===== config.mk =====
export PLATFORM = sky130hd
export DESIGN_NAME = nos_dac_transmitter
export DESIGN_NICKNAME = d
export VERILOG_FILES = /design/src/rtl/nos_dac_transmitter.sv
export SDC_FILE = /design/constraint.sdc
export NUM_CORES = 1
export LEC_CHECK = 0
export CORE_UTILIZATION = 49
export DETAILED_ROUTE_END_ITERATION = 10
export GPL_TIMING_DRIVEN = 1
export PLACE_DENSITY = 0.71
export SLEW_MARGIN = 20
export SYNTH_ARGS = -nofsm -noshare
export SYNTH_HDL_FRONTEND = slang
export SYNTH_SLANG_ARGS = --single-unit
export TNS_END_PERCENT = 1

===== constraint.sdc =====
create_clock -name clk -period 5.3 [get_ports clk]
set_input_delay 1.06 -clock clk [delete_from_list [all_inputs] [get_ports clk]]
set_output_delay 1.06 -clock clk [all_outputs]
set_load 0.005 [all_outputs]

===== src/rtl/nos_dac_transmitter.sv =====
// Serializer for the NOS DAC pins: parallel L/R sample pairs shifted out MSB first
// on data_l/data_r with bck, and le marking the LSB bit period of each frame.
module nos_dac_transmitter #(
    parameter int DATA_WIDTH = 24,
    parameter int CLK_DIV    = 2
) (
    input  logic                  clk,
    input  logic                  rst,
    input  logic                  s_valid,
    output logic                  s_ready,
    input  logic [DATA_WIDTH-1:0] s_data_l,
    input  logic [DATA_WIDTH-1:0] s_data_r,
    output logic                  bck,
    output logic                  data_l,
    output logic                  data_r,
    output logic                  le,
    output logic                  busy
);

    localparam logic [1:0] IDLE = 2'd0;
    localparam logic [1:0] LOW  = 2'd1;
    localparam logic [1:0] HIGH = 2'd2;

    localparam int DIV_W = (CLK_DIV > 1) ? $clog2(CLK_DIV) : 1;
    localparam int BIT_W = $clog2(DATA_WIDTH);
    localparam logic [DIV_W-1:0] DIV_LAST  = DIV_W'(CLK_DIV - 1);
    localparam logic [BIT_W-1:0] BIT_FIRST = BIT_W'(DATA_WIDTH - 1);

    logic [1:0]            state_reg, state_next;
    logic [DIV_W-1:0]      div_reg, div_next;
    logic [BIT_W-1:0]      bit_reg, bit_next;
    logic [DATA_WIDTH-1:0] shift_l_reg, shift_l_next;
    logic [DATA_WIDTH-1:0] shift_r_reg, shift_r_next;
    logic [DATA_WIDTH-1:0] hold_l_reg, hold_r_reg;
    logic                  hold_full_reg, hold_full_next;
    logic                  accept;
    logic                  phase_end;
    logic                  load;

    // s_ready mirrors an empty holding register, so accept and load never coincide
    assign accept    = s_valid && s_ready;
    assign phase_end = (div_reg == DIV_LAST);

    always_comb begin
        state_next     = state_reg;
        div_next       = div_reg;
        bit_next       = bit_reg;
        shift_l_next   = shift_l_reg;
        shift_r_next   = shift_r_reg;
        hold_full_next = hold_full_reg;
        load           = 1'b0;
        case (state_reg)
            IDLE: begin
                if (hold_full_reg) begin
                    load       = 1'b1;
                    state_next = LOW;
                end
            end
            LOW: begin
                if (phase_end) begin
                    div_next   = '0;
                    state_next = HIGH;
                end else begin
                    div_next = div_reg + 1'b1;
                end
            end
            HIGH: begin
                if (phase_end) begin
                    div_next = '0;
                    if (bit_reg != '0) begin
                        shift_l_next = {shift_l_reg[DATA_WIDTH-2:0], 1'b0};
                        shift_r_next = {shift_r_reg[DATA_WIDTH-2:0], 1'b0};
                        bit_next     = bit_reg - 1'b1;
                        state_next   = LOW;
                    end else if (hold_full_reg) begin
                        load       = 1'b1;
                        state_next = LOW;
                    end else begin
                        state_next = IDLE;
                    end
                end else begin
                    div_next = div_reg + 1'b1;
                end
            end
            default: state_next = IDLE;
        endcase
        if (load) begin
            shift_l_next   = hold_l_reg;
            shift_r_next   = hold_r_reg;
            bit_next       = BIT_FIRST;
            div_next       = '0;
            hold_full_next = 1'b0;
        end
        if (accept) begin
            hold_full_next = 1'b1;
        end
    end

    always_ff @(posedge clk or posedge rst) begin
        if (rst) begin
            state_reg     <= IDLE;
            div_reg       <= '0;
            bit_reg       <= '0;
            shift_l_reg   <= '0;
            shift_r_reg   <= '0;
            hold_l_reg    <= '0;
            hold_r_reg    <= '0;
            hold_full_reg <= 1'b0;
        end else begin
            state_reg     <= state_next;
            div_reg       <= div_next;
            bit_reg       <= bit_next;
            shift_l_reg   <= shift_l_next;
            shift_r_reg   <= shift_r_next;
            hold_full_reg <= hold_full_next;
            if (accept) begin
                hold_l_reg <= s_data_l;
                hold_r_reg <= s_data_r;
            end
        end
    end

    // Pins trail the state by one clk, so data/le move only on the bck falling edge
    always_ff @(posedge clk or posedge rst) begin
        if (rst) begin
            bck     <= 1'b0;
            data_l  <= 1'b0;
            data_r  <= 1'b0;
            le      <= 1'b0;
            busy    <= 1'b0;
            s_ready <= 1'b1;
        end else begin
            bck     <= (state_reg == HIGH);
            busy    <= (state_next != IDLE) || hold_full_next;
            s_ready <= !hold_full_next;
            case (state_reg)
                LOW: begin
                    data_l <= shift_l_reg[DATA_WIDTH-1];
                    data_r <= shift_r_reg[DATA_WIDTH-1];
                    le     <= (bit_reg == '0);
                end
                HIGH: begin
                end
                default: le <= 1'b0;
            endcase
        end
    end

endmodule


## Yosys cells after proc, flatten, opt, wreduce, memory -nomap -nowiden

Index checks and enable logic that the tools add are counted.

| word-level totals | value |
|---|---|
| register bits after elaboration | 111 |
| word-level logic and storage cells | 59 |
| output and inout port bits | 6 |
| bits of input ports | 51 |

| operators by class | value |
|---|---|
| add/subtract/negate cells | 2 |
| mux-type cells | 28 |
| equal/unequal tests | 2 |
| reduce and logical (&&, ||, !) cells | 13 |

Operators with widths:

| kind | count |
|---|---|
| $mux W24 | 8 |
| $mux W5 | 4 |
| $mux W1 | 10 |
| $reduce_bool A2 Y1 | 5 |
| $mux W2 | 3 |
| $pmux W2 S3 | 1 |
| $logic_not A5 Y1 | 1 |
| $reduce_bool A5 Y1 | 1 |
| $sub A5 B1 Y5 const B | 1 |
| $pmux W1 S2 | 2 |
| $reduce_and A3 Y1 | 1 |
| $eq A2 B1 Y1 const B | 1 |
| $eq A2 B2 Y1 const B | 1 |
| $logic_not A2 Y1 | 1 |
| $reduce_or A2 Y1 | 1 |
| $add A1 B1 Y1 const B | 1 |
| $logic_and A1 B1 Y1 | 1 |
| $logic_not A1 Y1 | 1 |
| $logic_or A1 B1 Y1 | 1 |

## Depth between registers and ports, before layout

Gate-level depths: netlist of the first run.

| depth | value |
|---|---|
| depth after elaboration | 7 |
| depth in mapped cells | 8 |
| depth with buffers taken out | 6 |

## Worst setup path after synthesis of the first run

OpenSTA, ideal clock, no wires.

| timing path | value |
|---|---|
| kind | input to register |
| from | in s_valid |
| to | reg hold_r_reg[0] |
| library setup time | 125 ps |
| data arrival time | 2070 ps |
| data required time | 5175 ps |
| cell stages on the path | 4 |
| buffers on the path | 2 |
| setup slack | 3105 ps |
| cells stage by stage | nand2_1 buf_2 buf_1 mux2_2 |

| between the ends | value |
|---|---|
| word-level cells in the longest chain between the ends | 1 |

RTL lines:

| element | line | source |
|---|---|---|
| start: declaration | 9 | `input logic s_valid,` |
| $logic_and A1 B1 Y1 | 41 | `assign accept = s_valid && s_ready;` |
| end signal: assignment | 118 | `hold_r_reg <= s_data_r;` |
| end: declaration | 34 | `logic [DATA_WIDTH-1:0] hold_l_reg, hold_r_reg;` |

Every way passes these cells.
A chain may end at the register's enable or synchronous reset.

## Worst setup path after layout of the first run

| timing path | value |
|---|---|
| from | reg state_reg[0] |
| to | reg shift_l_reg[7] |

| between the ends | value |
|---|---|
| word-level cells in the longest chain between the ends | 4 |
| elaborated cells between the ends (all ways) | 8 |
| those cells by class | eq/ne (1); mux (2); reduce/logical (5) |

RTL lines:

| element | line | source |
|---|---|---|
| start: declaration | 29 | `logic [1:0] state_reg, state_next;` |
| start signal: assignment | 110 | `state_reg <= state_next;` |
| $eq A2 B2 Y1 or $logic_not A2 Y1 (tied branches) | 52 | `case (state_reg)` |
| $pmux W1 S2 | 52 |  |
| $reduce_bool A2 Y1 (no line) | -- |  |
| $reduce_and A3 Y1 (no line) | -- |  |
| end signal: assignment | 113 | `shift_l_reg <= shift_l_next;` |
| end: declaration | 32 | `logic [DATA_WIDTH-1:0] shift_l_reg, shift_l_next;` |

Parallel ways exist; a longest one is shown, timed or not.

==> flow_metrics.tcl, run 1 <==
set metrics [dict create \
    status "finished clean" \
    gr-total-overflow 0 \
    rsz0062_at_grt "no" \
    rr_startpoint "state_reg[0]" \
    switching_share_pct 24.06 \
    num_vias 2886 \
    syn_inst 377 \
    nets 485 \
    insertion_delay_ns 0.37 \
    cts_max_level 3 \
    grt_pass1_wl_mm 13.40 \
    seqPwrFrac_pct 60.9 \
    ir_drop_uv 152.8 \
    drc 0 \
    grtUsageTotal_pct 17.18 \
    pin_count 57 \
    die_area_sq_um 10100 \
    syn_nets 434 \
    clockBufferDepth 2 \
    netlist_area_sq_um 4755 \
    setup_violations 0 \
    start_util_pct 50.97 \
    grt_pass1_vias 2927 \
    crit_arrival_ns 2.91 \
    tightest_slew_ns 0.7802 \
    p_int_mw 1.309 \
    first_pass_iters 4 \
    p_switching_mw 0.4149 \
    cp-start-kind "register" \
    io_buffers 56 \
    root_buffer "clkbuf_8" \
    ys_seq_area_share_pct 58.45 \
    hp-class "register to register" \
    fp.dieH_microns 100.5 \
    wl_per_cell_microns 13.68 \
    power.density_nw_per_um2 307.8 \
    required_ns 5.53 \
    routed_wl_mm 7.687 \
    drive_gt1_share_pct 18.48 \
    synth_seq_cells 111 \
    ant_nets 0 \
    cp_max_fo 26 \
    hold_buffers 0 \
    cts_buffers 9 \
    antenna_found_initial 0 \
    crit_path_end_kind "register" \
    drtIter0Drc 117 \
    n_antenna_cell 0 \
    fin_crit_ns 2.677 \
    synth.distinct_cells 34 \
    cap_violations 0 \
    hold_viol_final 0 \
    grt_max_degree 90 \
    min_period_over_period_pct 50.50 \
    fillers 795 \
    clockPowerShare_pct 27.6 \
    clk_pin_slew_ns 0.10 \
    postCtsSetupBuffers 0 \
    yosysWarnings 0 \
    coreArea_sq_um 9328 \
    synth_area_leader_cell "dfrtp_1" \
    cts_tree "done" \
    startpoint "state_reg[0]" \
    combPwrFrac_pct 11.4 \
    setup_tns_ns 0 \
    avgSynthCellArea_sq_um 12.61 \
    criticalPathCategory "register to register" \
    synth_area_leaders "dfrtp_1, mux2_2, mux2i_1, o21ai_0, nand2_1" \
    synth.top_cell.area_share_pct 57.89 \
    max-slew-margin-rel_pct 47.86 \
    leakage_nw 2.291 \
    dpl.hpwl_mm 5.107 \
    hold_ws_ns 0.4881 \
    clock.fmax_mhz 373.6 \
    via_per_inst 5.135 \
    fp.dieW_microns 100.5 \
    row_count 35 \
    fin_skew_ns 0.01279 \
    maxSlewViolCount 0 \
    area_delta_synth_final_pct 17.84 \
    ctsResizeCount 0 \
    hp-start "hold_l_reg[6]" \
    place_congestion 0.7323 \
    clock_sinks 111 \
    p_total_mw 1.724 \
]
-- synthesized netlist by cell type (all sizes together) --
master and count:
or3 4, or3b 1, a32oi 4, dfstp 1
nand2b 1, nand3 1, a21oi 3, o21ba 1
nand2 51, dfrtp 110, o211a 1, a22o 2
mux2 50, inv 7, nor2 3, buf 12
o21ai 55, nand3b 1, nor4b 1, clkbuf 8
mux2i 44, a21o 1, nor2b 3, nor3 2
ha 6, xnor2 3, or4b 1
-- critical path, stage by stage, from the launching register on --
cell and delay, ns:
dfrtp_1 0.42, inv_1 0.09, ha_1 0.28, nand2_1 0.24, nor2_4 0.66, buf_4 0.50, mux2i_1 0.22, o21ai_0 0.09
-- power groups by stage --
stage	registers, mW	logic, mW	clock network [mW]
floorplan	1.04	0.144	0
global placement	1.06	0.193	0
detailed placement	1.07	0.201	0
CTS	1.05	0.202	0.500
global route	1.07	0.219	0.525
finish	1.05	0.197	0.477
-- final timing paths --
check                             endpoint  slack [ns]  cells after the start
min in group asynchronous  shift_r_reg[17]        1.21                      2
min reg2reg                 shift_l_reg[6]        0.49                      2
max                         shift_l_reg[7]        2.62                      7
min                         shift_l_reg[6]        0.49                      2
max reg2reg                 shift_l_reg[7]        2.62                      7
max in group asynchronous          s_ready        3.23                      3
-- area by class of cell --
| type | count | area [sq um] | area share, % |
|---|---|---|---|
| Clock buffer | 10 | 137.6 | 2.456 |
| Inverter | 7 | 31.28 | 0.5583 |
| Timing Repair Buffer | 60 | 610.6 | 10.90 |
| Multi-Input combinational cell | 239 | 1834 | 32.74 |
| Tap cell | 129 | 161.4 | 2.881 |
| Clock inverter | 6 | 48.80 | 0.8709 |
| Sequential cell | 111 | 2779 | 49.60 |
-- through the flow --
stage	cells	instance area (sq um)	util (%)	setup slack, ns
after CTS	561	5568	59.69	2.398
after global routing	562	5603	60.07	2.375
after detailed placement	545	5381	57.69	2.256
after floorplan	377	4755	-	1.311
after global placement	545	5381	57.69	2.320
final	562	5603	60.07	2.623
-- logic make-up (layout without fill, tap and decap cells) --
kind of cell | after synthesis | after routing | synth area share (%)
AOI/OAI and AO/OA | 67 | 67 | 8.263
xor gates and xnor gates | 3 | 3 | 0.5527
adders and majority gates | 6 | 6 | 1.579
buffers and inverters | 27 | 83 | 3.132
DFF | 111 | 111 | 58.45
muxes | 94 | 94 | 21.11
and+or+nand+nor | 69 | 69 | 6.921
-- metal layers --
layer  track usage (%)  up-vias  share of wire (%)
li1                  -     1420                  -
met1             22.25     1414                 48
met2             28.35       41                 48
met3             3.814       11                2.9
met4             6.689        0                1.6
met5                 0        -                  0
-- layout by cell type, fill, tap and decap left out, types with 6 or more instances in the layout --
cell and count:
clkbuf_8 10, clkdlybuf4s50_1 56, dfrtp_1 110, ha_1 6
inv_1 6, mux2_2 50, mux2i_1 44, nand2_1 50
o21ai_0 47, o21ai_1 7
(Power assumes the default switching activity.)
==> run 2: changes to the inputs <==
==> constraint.sdc (replaced) <==
create_clock -name clk -period 2.5 [get_ports clk]
set_input_delay 0.5 -clock clk [delete_from_list [all_inputs] [get_ports clk]]
set_output_delay 0.5 -clock clk [all_outputs]
set_load 0.005 [all_outputs]
==> flow_metrics.tcl, run 2 (synthesis gave the netlist of run 1 again) <==
set metrics [dict create \
    status "finished clean" \
    crit_path_end_kind "register" \
    ctsResizeCount 0 \
    tightest_slew_ns 0.4454 \
    seqPwrFrac_pct 59.6 \
    hold_viol_final 0 \
    crit_arrival_ns 2.27 \
    cts_tree "done" \
    ir_drop_uv 384.0 \
    power.density_nw_per_um2 656.5 \
    dpl.hpwl_mm 5.579 \
    hold_buffers 0 \
    min_period_over_period_pct 80.85 \
    row_count 35 \
    required_ns 2.75 \
    clk_pin_slew_ns 0.10 \
    final_cell_mix "dfrtp_1, clkdlybuf4s50_1, nand2_1, mux2_2, o21ai_0" \
    crit_path_max_incr_delay_ns 0.42 \
    grtUsageMet3_pct 2.150 \
    grt_max_degree 67 \
    clock.fmax_mhz 494.8 \
    setup_tns_ns 0 \
    clockBufferDepth 2 \
    slowest_stage "dfrtp_1" \
    fin_skew_ns 0.01131 \
    layout_commonest_cell "dfrtp_1" \
    insertion_delay_ns 0.37 \
    ant_nets 0 \
    clock_sinks 111 \
    gr-total-overflow 0 \
    hold_ws_ns 0.4773 \
    path_cells "inv_1, ha_1, nand2_1, o211a_4, o21ai_0, or3b_1" \
    fin_util_pct 61.07 \
    die_area_sq_um 10100 \
    p_total_mw 3.740 \
    nets 490 \
    clockPowerShare_pct 28.7 \
    p_switching_mw 0.8841 \
    grt_use_met2_pct 29.45 \
    via_per_inst 5.092 \
    drc 0 \
    grt_pass1_vias 2967 \
    combPwrFrac_pct 11.6 \
    cts_max_level 3 \
    antenna_found_initial 0 \
    start_util_pct 50.97 \
    fin_crit_ns 2.021 \
    cts_buffers 9 \
    io_buffers 56 \
    rsz0062_at_grt "no" \
    gr-max-usage-layer "met2" \
    fin_area_sq_um 5697 \
    p_int_mw 2.856 \
    switching_share_pct 23.64 \
    place_congestion 0.7280 \
    setup_violations 0 \
    area_delta_synth_final_pct 19.82 \
    leakage_nw 2.327 \
    wl_per_cell_microns 14.46 \
    pin_count 57 \
    drive_gt1_share_pct 19.18 \
    grt.met1_usage_pct 24.92 \
    fp.dieH_microns 100.5 \
    num_vias 2887 \
    n_antenna_cell 0 \
    cap_violations 0 \
    grtUsageTotal_pct 18.28 \
    first_pass_iters 4 \
    hp-class "primary input to async pin" \
    drtIter0Drc 76 \
    grt_pass1_wl_mm 14.25 \
    place_area_sq_um 5503 \
    postCtsSetupBuffers 0 \
    root_buffer "clkbuf_8" \
    criticalPathCategory "register to register" \
    cp_max_fo 9 \
    fp.dieW_microns 100.5 \
    cp-start-kind "register" \
    routed_wl_mm 8.201 \
    max-slew-margin-rel_pct 70.24 \
    coreArea_sq_um 9328 \
    maxSlewViolCount 0 \
]
[run 2: changes by cell type in the layout (fill, tap and decap cells not counted), sizes merged]
cell and delta:
inv -2, bufinv +1, clkinvlp +1, buf +5
[run 2: through the flow]
stage | cells | setup WS [ns]
after floorplan | 377 | 0.6574
after global placement | 551 | 0.5318
after detailed placement | 551 | 0.5235
after CTS | 567 | 0.4963
after global routing | 567 | 0.2925
final | 567 | 0.4789
[run 2: path summary, 6_finish.rpt]
| kind | startpoint | to | slack [ns] | depth (start not counted) |
|---|---|---|---|---|
| min in group clk | hold_l_reg[20] | shift_l_reg[20] | 0.48 | 2 |
| max in group asynchronous | rst | shift_l_reg[22] | 1.38 | 3 |
| setup reg to reg | state_reg[0] | bit_reg[4] | 0.48 | 6 |
| hold reg to reg | hold_l_reg[20] | shift_l_reg[20] | 0.48 | 2 |
| hold / removal | rst | hold_l_reg[6] | 0.48 | 2 |
| setup / recovery | state_reg[0] | bit_reg[4] | 0.48 | 6 |
[run 2: per-layer routing]
metal	up-vias	wire, microns	share of wire, %
met5	-	0	0
met2	38	3975	48
met4	0	173	2.1
li1	1423	-	-
met1	1414	3917	48
met3	12	135	1.6
[run 2: critical path, delay by kind of cell, from the launching register on]
| family | cells | cell delay, ns |
|---|---|---|
| AO/OA/AOI/OAI | 2 | 0.50 |
| AND/OR/NAND/NOR | 2 | 0.59 |
| flip-flops | 1 | 0.42 |
| adder cells (fa/ha/maj) | 1 | 0.29 |
| buffers and inverters | 1 | 0.11 |
[run 2: final cells by class]
class	instances	area, sq um
well taps	129	161.4
flip-flops and latches	111	2779
multi-input cells	239	1829
inverters	7	30.03
fillers	785	3631
clock inverters	6	66.31
clock buffers	10	127.6
repair buffers	65	703.2
[run 2: power by group through the flow]
stage          combinational, mW  clock (mW)  sequential, mW
2_1_floorplan              0.306           0            2.21
3_3_place_gp               0.422           0            2.25
4_1_cts                    0.448        1.10            2.23
6_report                   0.436        1.07            2.23
3_5_place_dp               0.447           0            2.27
5_1_grt                    0.486        1.18            2.27
